`config.mk`:
```
export PLATFORM = sky130hd
export DESIGN_NAME = ln_range_reduce_flat
export DESIGN_NICKNAME = d
export VERILOG_FILES = /design/src/rtl/ln_pkg.sv /design/src/rtl/ln_range_reduce_if.sv /design/src/rtl/ln_range_reduce_lzc24.sv /design/src/rtl/ln_range_reduce.sv /design/src/flat_wrapper.sv
export SDC_FILE = /design/constraint.sdc
export NUM_CORES = 1
export LEC_CHECK = 0
export BUFFER_PORTS_ARGS = -buffer_cell sky130_fd_sc_hd__clkbuf_2
export CORE_MARGIN = 2
export CORE_UTILIZATION = 57
export DETAILED_ROUTE_END_ITERATION = 12
export PLACE_DENSITY = 0.79
export SYNTH_ARGS = -nofsm -noshare
export SYNTH_HDL_FRONTEND = slang
export SYNTH_SLANG_ARGS = --single-unit
export TNS_END_PERCENT = 30
```
`constraint.sdc`:
```
create_clock -name clk -period 2.1 [get_ports clk]
set_input_delay 0.42 -clock clk [delete_from_list [all_inputs] [get_ports clk]]
set_output_delay 0.42 -clock clk [all_outputs]
set_load 0.005 [all_outputs]
```
`src/rtl/ln_pkg.sv`:
```
// Shared definitions for the ln(y) range-reduction front end: class codes,
// float constants, pipeline latency and input classification.
package ln_pkg;

    localparam int LN_RR_LAT = 4;

    typedef enum logic [2:0] {
        CLS_NORMAL = 3'd0,
        CLS_ZERO   = 3'd1,
        CLS_NEG    = 3'd2,
        CLS_INF    = 3'd3,
        CLS_NAN    = 3'd4
    } ln_cls_e;

    localparam logic [31:0] FP_ZERO     = 32'h0000_0000;
    localparam logic [31:0] FP_ONE      = 32'h3F80_0000;
    localparam logic [31:0] FP_ONE_HALF = 32'h3F00_0000;
    localparam logic [31:0] FP_TWO      = 32'h4000_0000;
    localparam logic [7:0]  FP_BIAS     = 8'd127;

    // A flushed subnormal counts as zero before the sign test, so -denorm
    // lands in the zero class rather than negative.
    function automatic ln_cls_e ln_classify(input logic [31:0] y, input bit flush);
        logic [7:0]  e;
        logic [22:0] f;
        logic        zero_like;
        e         = y[30:23];
        f         = y[22:0];
        zero_like = (e == 8'd0) && ((f == 23'd0) || flush);
        if (e == 8'hFF && f != 23'd0)  return CLS_NAN;
        else if (y[31] && !zero_like)  return CLS_NEG;
        else if (e == 8'hFF)           return CLS_INF;
        else if (zero_like)            return CLS_ZERO;
        else                           return CLS_NORMAL;
    endfunction

endpackage

```
`src/rtl/ln_range_reduce_if.sv`:
```
// Sample-in / reduced-argument-out bundle between the ln front end and its neighbours.
interface ln_range_reduce_if;
    logic [31:0]       y;
    logic              in_valid;
    logic              clr_err;
    logic [31:0]       x_out;
    logic              start_out;
    logic signed [8:0] k_out;
    logic [2:0]        cls_out;
    logic              err_sticky;

    modport master (
        output y, in_valid, clr_err,
        input  x_out, start_out, k_out, cls_out, err_sticky
    );

    modport slave (
        input  y, in_valid, clr_err,
        output x_out, start_out, k_out, cls_out, err_sticky
    );
endinterface

```
`src/rtl/ln_range_reduce_lzc24.sv`:
```
// 24-bit leading-zero counter; an all-zero input yields 24.
module lzc24 (
    input  logic [23:0] a,
    output logic [4:0]  cnt
);
    always_comb begin
        cnt = 5'd24;
        for (int i = 0; i < 24; i++) begin
            if (a[i]) cnt = 5'(23 - i);
        end
    end
endmodule

```
`src/rtl/ln_range_reduce.sv`:
```
// Splits y into 2^k * (1 + x) with |x| <= 0.5 for the downstream ln series core.
// Four registered stages: classify, reduce, LZC, normalise/pack.
module ln_range_reduce
    import ln_pkg::*;
#(
    parameter bit FLUSH_DENORM = 1'b1
) (
    input  logic clk,
    input  logic rst_n,
    ln_range_reduce_if.slave io
);

    logic [LN_RR_LAT:1] vld_q, vld_d;

    ln_cls_e     s1_cls_q, s1_cls_d;
    logic [7:0]  s1_exp_q, s1_exp_d;
    logic [22:0] s1_frac_q, s1_frac_d;

    ln_cls_e           s2_cls_q, s2_cls_d;
    logic [23:0]       s2_mag_q, s2_mag_d;
    logic              s2_neg_q, s2_neg_d;
    logic signed [8:0] s2_k_q, s2_k_d;

    ln_cls_e           s3_cls_q;
    logic [23:0]       s3_mag_q;
    logic              s3_neg_q;
    logic signed [8:0] s3_k_q;
    logic [4:0]        s3_lz_q, s3_lz_d;

    logic [31:0]       x_q, x_d;
    logic signed [8:0] k_q, k_d;
    ln_cls_e           cls_q, cls_d;
    logic              err_q, err_d;

    always_comb begin
        vld_d     = {vld_q[LN_RR_LAT-1:1], io.in_valid};
        s1_cls_d  = ln_classify(io.y, FLUSH_DENORM);
        s1_exp_d  = io.y[30:23];
        s1_frac_d = io.y[22:0];
    end

    // m >= 1.5 is folded to m/2 with k+1 so x stays in [-0.25, 0.5).
    always_comb begin
        s2_cls_d = s1_cls_q;
        s2_mag_d = 24'd0;
        s2_neg_d = 1'b0;
        s2_k_d   = 9'sd0;
        if (s1_cls_q == CLS_NORMAL) begin
            if (!s1_frac_q[22]) begin
                s2_mag_d = {1'b0, s1_frac_q};
                s2_k_d   = $signed({1'b0, s1_exp_q}) - 9'sd127;
            end else begin
                s2_neg_d = 1'b1;
                s2_mag_d = 24'h80_0000 - {1'b0, s1_frac_q};
                s2_k_d   = $signed({1'b0, s1_exp_q}) - 9'sd126;
            end
        end
    end

    lzc24 u_lzc (
        .a   (s2_mag_q),
        .cnt (s3_lz_d)
    );

    // Magnitude LSB weighs 2^-23 (or 2^-24 when negated), so the exponent is
    // 127 - lz, one lower for the negated branch.
    always_comb begin
        x_d   = FP_ZERO;
        k_d   = 9'sd0;
        cls_d = CLS_NORMAL;
        if (vld_q[LN_RR_LAT-1]) begin
            cls_d = s3_cls_q;
            k_d   = s3_k_q;
            if (s3_mag_q != 24'd0)
                x_d = {s3_neg_q,
                       FP_BIAS - {3'b0, s3_lz_q} - {7'b0, s3_neg_q},
                       23'(s3_mag_q << s3_lz_q)};
        end
    end

    // A result is set into the sticky flag as it leaves the output register,
    // which lets a same-cycle clear lose against it.
    always_comb begin
        err_d = err_q;
        if (io.clr_err) err_d = 1'b0;
        if (vld_q[LN_RR_LAT] && cls_q != CLS_NORMAL) err_d = 1'b1;
    end

    always_ff @(posedge clk) begin
        if (!rst_n) begin
            vld_q     <= '0;
            s1_cls_q  <= CLS_NORMAL;
            s1_exp_q  <= '0;
            s1_frac_q <= '0;
            s2_cls_q  <= CLS_NORMAL;
            s2_mag_q  <= '0;
            s2_neg_q  <= 1'b0;
            s2_k_q    <= '0;
            s3_cls_q  <= CLS_NORMAL;
            s3_mag_q  <= '0;
            s3_neg_q  <= 1'b0;
            s3_k_q    <= '0;
            s3_lz_q   <= '0;
            x_q       <= '0;
            k_q       <= '0;
            cls_q     <= CLS_NORMAL;
            err_q     <= 1'b0;
        end else begin
            vld_q     <= vld_d;
            s1_cls_q  <= s1_cls_d;
            s1_exp_q  <= s1_exp_d;
            s1_frac_q <= s1_frac_d;
            s2_cls_q  <= s2_cls_d;
            s2_mag_q  <= s2_mag_d;
            s2_neg_q  <= s2_neg_d;
            s2_k_q    <= s2_k_d;
            s3_cls_q  <= s2_cls_q;
            s3_mag_q  <= s2_mag_q;
            s3_neg_q  <= s2_neg_q;
            s3_k_q    <= s2_k_q;
            s3_lz_q   <= s3_lz_d;
            x_q       <= x_d;
            k_q       <= k_d;
            cls_q     <= cls_d;
            err_q     <= err_d;
        end
    end

    assign io.x_out      = x_q;
    assign io.k_out      = k_q;
    assign io.cls_out    = cls_q;
    assign io.start_out  = vld_q[LN_RR_LAT];
    assign io.err_sticky = err_q;

endmodule

```
`src/flat_wrapper.sv`:
```
// flat-port wrapper written by rule: the top's interface ports become plain ports
module ln_range_reduce_flat import ln_pkg::*;
#(
    parameter bit FLUSH_DENORM = 1'b1
)
  (clk, rst_n, io_y, io_in_valid, io_clr_err, io_x_out, io_start_out, io_k_out, io_cls_out, io_err_sticky);
  ln_range_reduce_if io_i ();
  input  logic clk;
  input  logic rst_n;
  input wire logic [$bits(io_i.y)-1:0] io_y;
  input wire logic [$bits(io_i.in_valid)-1:0] io_in_valid;
  input wire logic [$bits(io_i.clr_err)-1:0] io_clr_err;
  output wire logic [$bits(io_i.x_out)-1:0] io_x_out;
  output wire logic [$bits(io_i.start_out)-1:0] io_start_out;
  output wire logic [$bits(io_i.k_out)-1:0] io_k_out;
  output wire logic [$bits(io_i.cls_out)-1:0] io_cls_out;
  output wire logic [$bits(io_i.err_sticky)-1:0] io_err_sticky;
  assign io_i.y = io_y;
  assign io_i.in_valid = io_in_valid;
  assign io_i.clr_err = io_clr_err;
  assign io_x_out = io_i.x_out;
  assign io_start_out = io_i.start_out;
  assign io_k_out = io_i.k_out;
  assign io_cls_out = io_i.cls_out;
  assign io_err_sticky = io_i.err_sticky;
  ln_range_reduce #(.FLUSH_DENORM(FLUSH_DENORM)) u_core (.clk(clk), .rst_n(rst_n), .io(io_i));
endmodule
```
# == After elaboration in Yosys (flattened, before gate mapping) ==
# Cells that the tools add are included.
# totals
out_inout_bits,46
regBits,162
elab_cells,85
latchBits,0
mem_bits_rw,0
memories,0
romBits,0
# classes
multipliers,0
addsub,5
bitwise_logic,1
div_mod_pow,0
n_shift,1
mux,32
n_lt_le_gt_ge,0
reduce_logical,21
n_eq_ne,1
# ops
cell,count
4-bit two-way mux,9
5-bit two-way mux,7
24-bit nonzero test,1
24-bit by 5-bit << shifter with 23-bit output,1
"24-bit by 23-bit subtractor with 24-bit output, first input constant",1
23-bit nonzero test,1
22-bit two-way mux,1
3-bit two-way mux,7
"8-bit by 7-bit subtractor with 9-bit output, second input constant",2
17-bit OR reduction,1
9-bit two-way mux,1
9-bit OR reduction,1
"8-bit == test, second input constant",1
8-bit logical NOT,1
"7-bit by 5-bit subtractor with 8-bit output, first input constant",1
8-bit by 1-bit subtractor with 8-bit output,1
3-bit AND reduction,2
3-bit OR reduction,2
1-bit two-way mux,5
5-bit OR reduction,1
2-bit two-way mux,2
2-bit AND reduction,2
2-bit OR reduction,2
1-bit logical AND,3
other kinds (5),5

# == Logic depth before layout (Yosys ltp) ==
# Gate-level depths: netlist of run 1.
# logic_depth
word_depth,23
depth_mapped,9
depth_no_buf,9

# == Hierarchy ==
# A second synthesis of run 1 with hierarchy kept.
# hier_totals
cells_unflattened,667
hier_area_um2,6573.8
# modules_own_cells
module,cells_per_inst,area_each_um2,n_inst
ln_range_reduce,619,6308.6,1
lzc24,48,265.3,1

# == Least setup slack after synthesis of run 1 ==
# No wires, ideal clock.
# synth_timing
path_type,register to register
from,reg u_core.s3_lz_q[1]
to,"reg u_core.x_q[28], in the netlist u_core.io.x_out[28]"
path_stages_with_launch,9
required_ns,1.972
setup_slack_ns,0.265
synth_period_minus_slack_ns,1.835
t_arrival_ns,1.707
setup_ns,0.128
cell_sequence,dfxtp_1 > buf_4 > inv_2 > fa_1 > a21oi_1 > nor2_1 > nor2_1 > xnor2_1 > nor2_1
# synth_between
elab_chain_len,2
# synth_rtl
element,line,source
from (decl),ln_range_reduce.sv:28,"logic [4:0] s3_lz_q, s3_lz_d;"
from (signal assigned),ln_range_reduce.sv:121,s3_lz_q <= s3_lz_d;
7-bit by 5-bit subtractor with 8-bit output,ln_range_reduce.sv:76,"FP_BIAS - {3'b0, s3_lz_q} - {7'b0, s3_neg_q},"
8-bit by 1-bit subtractor with 8-bit output,ln_range_reduce.sv:76,
to (signal assigned),ln_range_reduce.sv:104,x_q <= '0;
to (signal assigned),ln_range_reduce.sv:122,x_q <= x_d;
to (decl),ln_range_reduce.sv:30,"logic [31:0] x_q, x_d;"
# No other way between the ends.
# A chain may end at the register's enable or synchronous reset.

# == Final worst setup path of run 1 ==
# layout_timing
from,reg u_core.s3_lz_q[0]
to,"reg u_core.x_q[28], in the netlist u_core.io.x_out[28]"
# Same word-level chain as after synthesis.

==> flow_summary.yaml, run 1 <==
run_status:
  status: "complete, no violations"
grt:
  grt_pass1_vias: 4748
  grt_pass1_wl_um: 22400
  overflow: 0
  grt_antenna_before_repair: 0
  grt_max_degree: 79
  grt.total_usage_pct: 22.4
logic_synthesis:
  synth-edff-count: 0
  synth_largest_area_cell: "dfxtp_1"
  synth-seq-cells: 162
  synth_warnings: 0
  synthArstFlopShare_pct: 0
  netlist_instances: 657
  syn-num-nets: 703
  synthTopCellsByArea: "dfxtp_1 (50%), and2_1 (7.1%), nor2_1 (4.4%)"
  synth_ff_type: "dfxtp_1"
  synth_cell_type_count: 62
  avgSynthCellArea_um2: 9.82
  synth_top_area_share_pct: 50.2
  ys_seq_area_share_pct: 50.2
  synth_area_um2: 6450
critical_path:
  cp-end-kind: "register"
  setup.worst_path.start_class: "register"
  max_stage_delay_ps: 420
  crit_chain: "ha_1, inv_1, ha_1, fa_1, a21oi_1, nor2_1, nor2_1, xnor2_1, nor2_1"
  critPathMaxFanout: 2
  critical_path.most_common_cell: "nor2_1"
  slowest_stage: "fa_1"
  required_ps: 2410
  crit_arrival_ps: 2200
  critical_path_class: "register to register"
timing:
  post-route-min-period_ps: 1900
  setup_tns_ps: 0
  fmax_mhz: 528
  clock_skew_ps: 6.34
  tightestPinTransition_ps: 507
  slew_headroom_pct: 66.2
  finalCritPeriodShare_pct: 90.3
  rsz0062_at_grt: "false"
  drv_slew: 0
  setup-violations-final: 0
  holdWs_ps: 218
  hold_viol_final: 0
power:
  clock_power_share_pct: 41.9
  combPwrFrac_pct: 10.2
  vdd_drop_max_uv: 576
  internal_power_mw: 5.20
  power_leakage_nw: 3.22
  p_sw_share_pct: 24.5
  power.switching_mw: 1.68
  power_density_nw_per_um2: 906
  seq_power_share_pct: 47.9
floorplanning:
  die_h_um: 110
  core_um2: 10900
  rows: 38
  io-pin-count: 82
  dieArea_um2: 12200
  start_util_pct: 59.0
  die_w_um: 110
clock_network:
  clk_path_buf_depth: 2
  clock_sinks: 162
  cts.hold.buffers_added: 0
  cts_tree: "done"
  cts_inserted_buffers: 17
  cts_root_buf: "clkbuf_16"
  clk_latency_ps: 420
  cts_setup_buffers: 0
  clk_pin_slew_ps: 60
  post_cts_resized: 0
  htree_levels: 4
detailed_routing:
  wire_per_inst_um: 15.1
  drc: 0
  wirelength_um: 13500
  viasPerCell: 5.40
  drtAntennaViolNets: 0
  firstDrtPassIters: 4
  drt_iter0_drc: 221
  route.vias.total: 4807
worst_hold_path:
  hp-class: "primary input to register"
cells_and_area:
  layout_commonest_cell: "dfxtp_1"
  synthToLayoutAreaGrowth_pct: 17.7
  diodes: 0
  layout_common_cells: "dfxtp_1 (162), clkbuf_2 (81), nor2_1 (75)"
  fin_nets: 785
  drive_gt1_share_pct: 20.8
job:
  drv_cap: 0
placed_design:
  hpwl_um: 10000
  gp_congestion: 0.943
  port_buffers: 81
## stage by stage
stage | setup slack, ps | power, mW | instance area, um2 | std cells | utilization, %
floorplan | 265 | 3.84 | 6450 | 657 | -
global placement | 235 | 4.04 | 7030 | 860 | 64.3
detailed placement | 257 | 4.06 | 7030 | 860 | 64.3
CTS | 205 | 6.92 | 7600 | 891 | 69.5
global route | 40.8 | 7.13 | 7600 | 891 | 69.5
finish | 205 | 6.88 | 7600 | 891 | 69.5
## cell usage after synthesis (all sizes together) (10+ instances only)
cell type  number
nand2          34
nand3          11
xor2           24
nor3           14
o31ai          12
inv            15
and3           16
dfxtp         162
a21oi          22
mux2i          28
nor4           20
and2           73
a211oi         11
o21ai          14
nor2           75
clkbuf         25
buf            10
## metal layers
layer	wire length (um)	GRT usage (%)
met1	5610	24.8
met2	7000	40.7
met3	464	4.67
met4	384	10.6
met5	0	0
## registers in the layout, summed over array words and instances, names as in the netlist
name and flops:
u_core.s1_cls_q 3, u_core.io.x_out 32, u_core.s2_cls_q 3, u_core.s3_cls_q 3, u_core.s2_k_q 9, u_core.s1_frac_q 23
u_core.s3_lz_q 5, u_core.io.err_sticky 1, u_core.io.cls_out 3, u_core.s1_exp_q 8, u_core.s3_neg_q 1, u_core.vld_q 4
u_core.s3_mag_q 24, u_core.s2_neg_q 1, u_core.s2_mag_q 24, u_core.s3_k_q 9, u_core.io.k_out 9
## critical path: cells and delay by family (launching register included)
family	cells	cell delay [ps]
AOI/OAI and AO/OA	1	160
adders and majority gates	3	810
and+or+nand+nor	3	240
DFF	1	410
buffers and inverters	1	50
xor gates and xnor gates	1	130
## power by group through the flow
| stage | Clock (mW) | Sequential (mW) | Combinational [mW] |
|---|---|---|---|
| 2_1_floorplan | 0 | 3.32 | 0.517 |
| 3_3_place_gp | 0 | 3.35 | 0.685 |
| 3_5_place_dp | 0 | 3.36 | 0.696 |
| 4_1_cts | 2.92 | 3.29 | 0.702 |
| 5_1_grt | 3.04 | 3.31 | 0.782 |
| 6_report | 2.88 | 3.30 | 0.702 |
## area by class of cell
type / count / area (um2)
Sequential cell: 162 / 3240
Clock buffer: 20 / 457
Fill cell: 850 / 3340
Tap cell: 140 / 175
Timing Repair Buffer: 98 / 558
Inverter: 15 / 56.3
Multi-Input combinational cell: 445 / 3000
Clock inverter: 11 / 108
## worst paths after layout
kind	start	to	slack (ps)	depth (start not counted)
worst min register to register	u_core.s2_k_q[6]$_SDFF_PN0_	u_core.s3_k_q[6]$_SDFF_PN0_	430	1
worst max-delay path	u_core.s3_lz_q[0]$_SDFF_PP0_	u_core.io.x_out[28]$_SDFF_PN0_	200	9
worst max register to register	u_core.s3_lz_q[0]$_SDFF_PP0_	u_core.io.x_out[28]$_SDFF_PN0_	200	9
worst min-delay path	io_in_valid	u_core.vld_q[1]$_SDFF_PN0_	220	2
## cells by family after synthesis
| group | after synthesis | share of synthesized area (%) |
|---|---|---|
| muxes | 44 | 8.70 |
| AOI/OAI and AO/OA | 87 | 9.13 |
| and+or+nand+nor | 274 | 22.6 |
| adders and majority gates | 10 | 2.05 |
| buffers and inverters | 50 | 3.28 |
| xor gates and xnor gates | 29 | 3.93 |
| other | 1 | 0.0581 |
| DFF | 162 | 50.2 |
No activity file was read; power rests on OpenSTA's default activity.
==> inputs of run 2 (changes only) <==
--- a/config.mk
+++ b/config.mk
@@ -5,6 +5,7 @@
 export SDC_FILE = /design/constraint.sdc
 export NUM_CORES = 1
 export LEC_CHECK = 0
+export ABC_AREA = 1
 export BUFFER_PORTS_ARGS = -buffer_cell sky130_fd_sc_hd__clkbuf_2
 export CORE_MARGIN = 2
 export CORE_UTILIZATION = 57
==> run 2 against run 1 <==
Against the previous run: core utilization is 1.2 points lower; clock power about the same; synthesized cell count increased by 36%; global-route usage decreased by 1.5 points; cell count increased by 27%; clock skew fell by 1.1 ps.
==> flow_summary.yaml, run 2 <==
run_status:
  status: "complete, no violations"
detailed_routing:
  drc: 0
  viasPerCell: 4.76
  firstDrtPassIters: 4
  drt_iter0_drc: 395
  wire_per_inst_um: 10.6
  route.vias.total: 5390
  drtAntennaViolNets: 0
  wirelength_um: 12000
placed_design:
  port_buffers: 81
  hpwl_um: 8880
  place_ws_ps: 226
  gp_congestion: 0.875
  place_area_um2: 7170
logic_synthesis:
  synth_area_um2: 6610
  synth_most_common_cell: "nand2_1"
  syn-num-nets: 941
  synth-edff-count: 0
  synthTopCellsByArea: "dfxtp_1 (49%), nand2_1 (12%), inv_1 (10%)"
  ys_seq_area_share_pct: 49.1
  synth_warnings: 0
  synth-seq-cells: 162
  synth_largest_area_cell: "dfxtp_1"
  synth_cell_type_count: 46
  synthArstFlopShare_pct: 0
  synth_ff_type: "dfxtp_1"
  netlist_instances: 895
  avgSynthCellArea_um2: 7.38
  synth_common_cells: "nand2_1 (207), inv_1 (184), dfxtp_1 (162)"
  synth_top_area_share_pct: 49.1
floorplanning:
  rows: 39
  dieArea_um2: 12500
  die_h_um: 112
  start_util_pct: 58.1
  die_w_um: 112
  core_um2: 11400
  io-pin-count: 82
cells_and_area:
  fillers: 966
  diodes: 0
  largest_reg_flops: 32
  layout_commonest_cell: "nand2_1"
  layout_common_cells: "nand2_1 (207), inv_1 (184), dfxtp_1 (162)"
  fin_util_pct: 68.3
  drive_gt1_share_pct: 14.8
  synthToLayoutAreaGrowth_pct: 17.5
  final_area_um2: 7760
  fin_nets: 1022
grt:
  grt_antenna_before_repair: 0
  grt_use_met2_pct: 36.4
  gr-usage-met1_pct: 24.4
  grt_pass1_vias: 5078
  grt_pass1_wl_um: 21600
  grt.total_usage_pct: 20.9
  overflow: 0
  top_usage_layer: "met2"
  use_met3_pct: 5.55
  grt_max_degree: 77
critical_path:
  cp-end-kind: "register"
  required_ps: 2450
  critPathMaxFanout: 4
  critical_path_class: "register to register"
  crit_arrival_ps: 2290
  setup.worst_path.start_class: "register"
clock_network:
  cts_inserted_buffers: 17
  cts_tree: "done"
  cts_root_buf: "clkbuf_16"
  cts_setup_buffers: 0
  htree_levels: 4
  clock_sinks: 162
  clk_pin_slew_ps: 60
  clk_latency_ps: 420
  clk_path_buf_depth: 2
power:
  vdd_drop_max_uv: 513
  power_leakage_nw: 3.92
  power_density_nw_per_um2: 876
timing:
  slew_headroom_pct: 55.4
  rsz0062_at_grt: "true"
  hold_viol_final: 0
  tightestPinTransition_ps: 668
  finalCritPeriodShare_pct: 92.2
  holdWs_ps: 185
  drv_slew: 0
  clock_skew_ps: 5.22
  fin_ws_ps: 164
  setup-violations-final: 0
  post-route-min-period_ps: 1940
  fmax_mhz: 517
worst_hold_path:
  hp-class: "primary input to register"
job:
  drv_cap: 0
-- run 2: cell count changes in the layout (fill, tap and decap cells not counted), sizes merged, moves of 11 or more --
cell	delta
a21oi	+26
and2	-72
and3	-11
inv	+177
mux2i	-26
nand2	+173
o21ai	+56
xor2	-23
-- run 2: stage by stage --
stage	total power [mW]	std cells	TNS, ps
floorplan	3.79	895	0
global placement	3.96	1100	0
detailed placement	3.97	1100	0
CTS	6.85	1132	0
global route	7.10	1132	-91.2
finish	6.80	1132	0
-- run 2: cells by family (layout without fill, tap and decap cells) --
| logic type | count (synthesis) | in the layout | synth area share (%) |
|---|---|---|---|
| AND/OR/NAND/NOR | 354 | 354 | 23.6 |
| other | 1 | 1 | 0.0568 |
| adder cells (fa/ha/maj) | 10 | 10 | 2.01 |
| XOR/XNOR | 2 | 2 | 0.265 |
| multiplexers | 2 | 2 | 0.303 |
| buffers and inverters | 222 | 316 | 12.8 |
| AO/OA/AOI/OAI | 142 | 142 | 11.9 |
| flip-flops | 162 | 162 | 49.1 |
-- run 2: critical path, stage by stage (launching register included) --
cell and delay, ps:
dfxtp_1 320, inv_1 70, ha_1 140, inv_1 80
nor3_4 150, inv_2 70, nor3_4 120, nand4_1 160
inv_2 110, nand3_4 90, nor2_4 110, inv_2 70
o21ai_1 160, o21ai_0 90, a21oi_1 110
-- run 2: power breakdown --
group | switching, mW | leakage [nW] | internal [mW]
Combinational | 0.414 | 2.33 | 0.242
Sequential | 0.0758 | 1.32 | 3.19
Clock | 1.21 | 0.273 | 1.67
Total | 1.70 | 3.92 | 5.10
-- run 2: final timing paths --
path,from,to,slack [ps],cells past startpoint
worst max-delay path,u_core.s1_frac_q[0]$_SDFF_PN0_,u_core.s2_mag_q[18]$_SDFF_PN0_,160,14
worst min-delay path,io_in_valid,u_core.vld_q[1]$_SDFF_PN0_,190,3
worst max register to register,u_core.s1_frac_q[0]$_SDFF_PN0_,u_core.s2_mag_q[18]$_SDFF_PN0_,160,14
worst min register to register,u_core.s3_k_q[8]$_SDFF_PN0_,u_core.io.k_out[8]$_SDFF_PN0_,410,2
-- run 2: timing repair --
action                                  CTS  global route
resized for setup                         0             3
hold buffers                              0             0
endpoints found under the setup margin    0             4
-- run 2: metal layers --
| layer | wire, um | share of wire (%) |
|---|---|---|
| met4 | 238 | 2.0 |
| met3 | 538 | 4.5 |
| met2 | 5750 | 48 |
| met1 | 5490 | 46 |
| met5 | 0 | 0 |
-- run 2: area by class of cell --
| class | instances | area (um2) | share of cell area [%] |
|---|---|---|---|
| sequential | 162 | 3240 | 41.8 |
| clock inverter | 14 | 129 | 1.66 |
| multi-input combinational | 511 | 2540 | 32.7 |
| timing repair buffer | 95 | 523 | 6.74 |
| clock buffer | 18 | 439 | 5.66 |
| inverter | 189 | 709 | 9.14 |
| tap | 143 | 179 | 2.31 |
==> inputs of run 3 (changes only) <==
--- a/config.mk
+++ b/config.mk
@@ -10,7 +10,7 @@
 export CORE_MARGIN = 2
 export CORE_UTILIZATION = 57
 export DETAILED_ROUTE_END_ITERATION = 12
-export PLACE_DENSITY = 0.79
+export PLACE_DENSITY = 0.88
 export SYNTH_ARGS = -nofsm -noshare
 export SYNTH_HDL_FRONTEND = slang
 export SYNTH_SLANG_ARGS = --single-unit
==> run 3 against run 2 <==
Against the previous run: clock skew rose by 9.0 ps; clock power increased by 3%; combinational power grew 3%; cell count about the same; critical endpoint is now u_core.s2_mag_q[20]$_SDFF_PN0_; critical path type unchanged; global-route usage rose by 1.0 points; highest routed layer unchanged; power increased by 1.7%; maximum frequency is 5.1% lower.
==> flow_summary.yaml, run 3 (synthesized netlist as in run 2, its figures left out) <==
detailed_routing:
  drtAntennaViolNets: 0
  route.vias.total: 5564
  firstDrtPassIters: 6
  drt_iter0_drc: 403
  drc: 0
  wire_per_inst_um: 11.7
  viasPerCell: 4.91
  wirelength_um: 13300
grt:
  use_met3_pct: 5.39
  grt_pass1_wl_um: 22600
  grt_pass1_vias: 5240
  grt_antenna_before_repair: 0
  grt_max_degree: 74
  overflow: 0
  grt_use_met2_pct: 39.8
  grt.total_usage_pct: 21.9
  gr-usage-met1_pct: 24.9
  top_usage_layer: "met2"
power:
  power_leakage_nw: 3.94
  seq_power_share_pct: 47.2
  internal_power_mw: 5.13
  clock_power_share_pct: 43.1
  p_sw_share_pct: 25.8
  power.switching_mw: 1.78
  vdd_drop_max_uv: 825
  power_density_nw_per_um2: 890
  combPwrFrac_pct: 9.7
cells_and_area:
  fin_util_pct: 68.4
  fin_nets: 1023
  largest_reg_flops: 32
  drive_gt1_share_pct: 14.7
  layout_common_cells: "nand2_1 (207), inv_1 (184), dfxtp_1 (162)"
  diodes: 0
  synthToLayoutAreaGrowth_pct: 17.6
  layout_commonest_cell: "nand2_1"
worst_hold_path:
  hp-class: "primary input to register"
critical_path:
  critPathMaxFanout: 4
  crit_arrival_ps: 2390
  cp-end-kind: "register"
  critical_path_class: "register to register"
  setup.worst_path.start_class: "register"
  required_ps: 2450
floorplanning:
  rows: 39
  core_um2: 11400
  die_w_um: 112
  io-pin-count: 82
  die_h_um: 112
  dieArea_um2: 12500
  start_util_pct: 58.1
run_status:
  status: "complete, no violations"
timing:
  post-route-min-period_ps: 2040
  rsz0062_at_grt: "true"
  fmax_mhz: 490
  drv_slew: 0
  hold_viol_final: 0
  slew_headroom_pct: 57.1
  finalCritPeriodShare_pct: 97.1
  clock_skew_ps: 14.2
  holdWs_ps: 189
  tightestPinTransition_ps: 643
  fin_ws_ps: 60.8
  setup-violations-final: 0
placed_design:
  hpwl_um: 9180
  port_buffers: 81
  gp_congestion: 0.859
  place_ws_ps: 193
clock_network:
  cts_root_buf: "clkbuf_16"
  htree_levels: 4
  clk_path_buf_depth: 2
  cts_inserted_buffers: 17
  clk_pin_slew_ps: 70
  cts.hold.buffers_added: 0
  clk_latency_ps: 420
  clock_sinks: 162
  cts_tree: "done"
job:
  drv_cap: 0
==> run 3: cell count changes in the layout (fill, tap and decap cells not counted), sizes merged <==
cell / change
buf: +1
clkbuf: +1
clkinv: -2
clkinvlp: -3
inv: +4
==> run 3: metrics by stage <==
step / power (mW) / instances / TNS (ps) / cell area [um2]
after floorplan: 3.79 / 895 / 0 / 6610
after global placement: 3.95 / 1100 / 0 / 7170
after detailed placement: 3.98 / 1100 / 0 / 7170
after CTS: 6.94 / 1132 / 0 / 7750
after global routing: 7.20 / 1133 / -106 / 7770
final: 6.91 / 1133 / 0 / 7770
==> run 3: final cells by class <==
class	instances	area, um2
clock inverters	13	138
flip-flops and latches	162	3240
well taps	143	179
repair buffers	96	531
clock buffers	19	443
multi-input cells	511	2530
fillers	880	3600
inverters	189	709
==> run 3: timing repair <==
action,in CTS,in global routing
buffers inserted,0,1
endpoints found under the setup margin,0,2
resized for setup,0,3
==> run 3: metal layers <==
metal / up-vias / share of wire [%]
li1: 2928 / -
met1: 2423 / 43
met2: 191 / 51
met3: 22 / 4.7
met4: 0 / 1.6
met5: - / 0
==> run 3: critical path, stage by stage, from the launching register on <==
cell and delay, ps:
dfxtp_1 320, inv_1 80, ha_1 140, inv_1 70
nor3_4 160, inv_2 60, nor3_2 130, nand4_1 180
inv_2 120, nand3_4 90, nor2_4 140, inv_2 80
o31ai_4 190, o21ai_1 90, a21oi_1 120
==> run 3: final timing paths <==
kind,startpoint,end,slack [ps],cells past startpoint
setup / recovery,u_core.s1_frac_q[0]$_SDFF_PN0_,u_core.s2_mag_q[20]$_SDFF_PN0_,60,14
hold / removal,io_in_valid,u_core.vld_q[1]$_SDFF_PN0_,190,3
setup reg to reg,u_core.s1_frac_q[0]$_SDFF_PN0_,u_core.s2_mag_q[20]$_SDFF_PN0_,60,14
hold reg to reg,u_core.s3_k_q[4]$_SDFF_PN0_,u_core.io.k_out[4]$_SDFF_PN0_,410,2
==> run 3: power by group through the flow <==
stage | Combinational [mW] | Sequential (mW) | Clock (mW)
3_5_place_dp | 0.651 | 3.33 | 0
5_1_grt | 0.770 | 3.27 | 3.16
3_3_place_gp | 0.632 | 3.32 | 0
2_1_floorplan | 0.487 | 3.31 | 0
6_report | 0.673 | 3.26 | 2.98
4_1_cts | 0.664 | 3.26 | 3.02
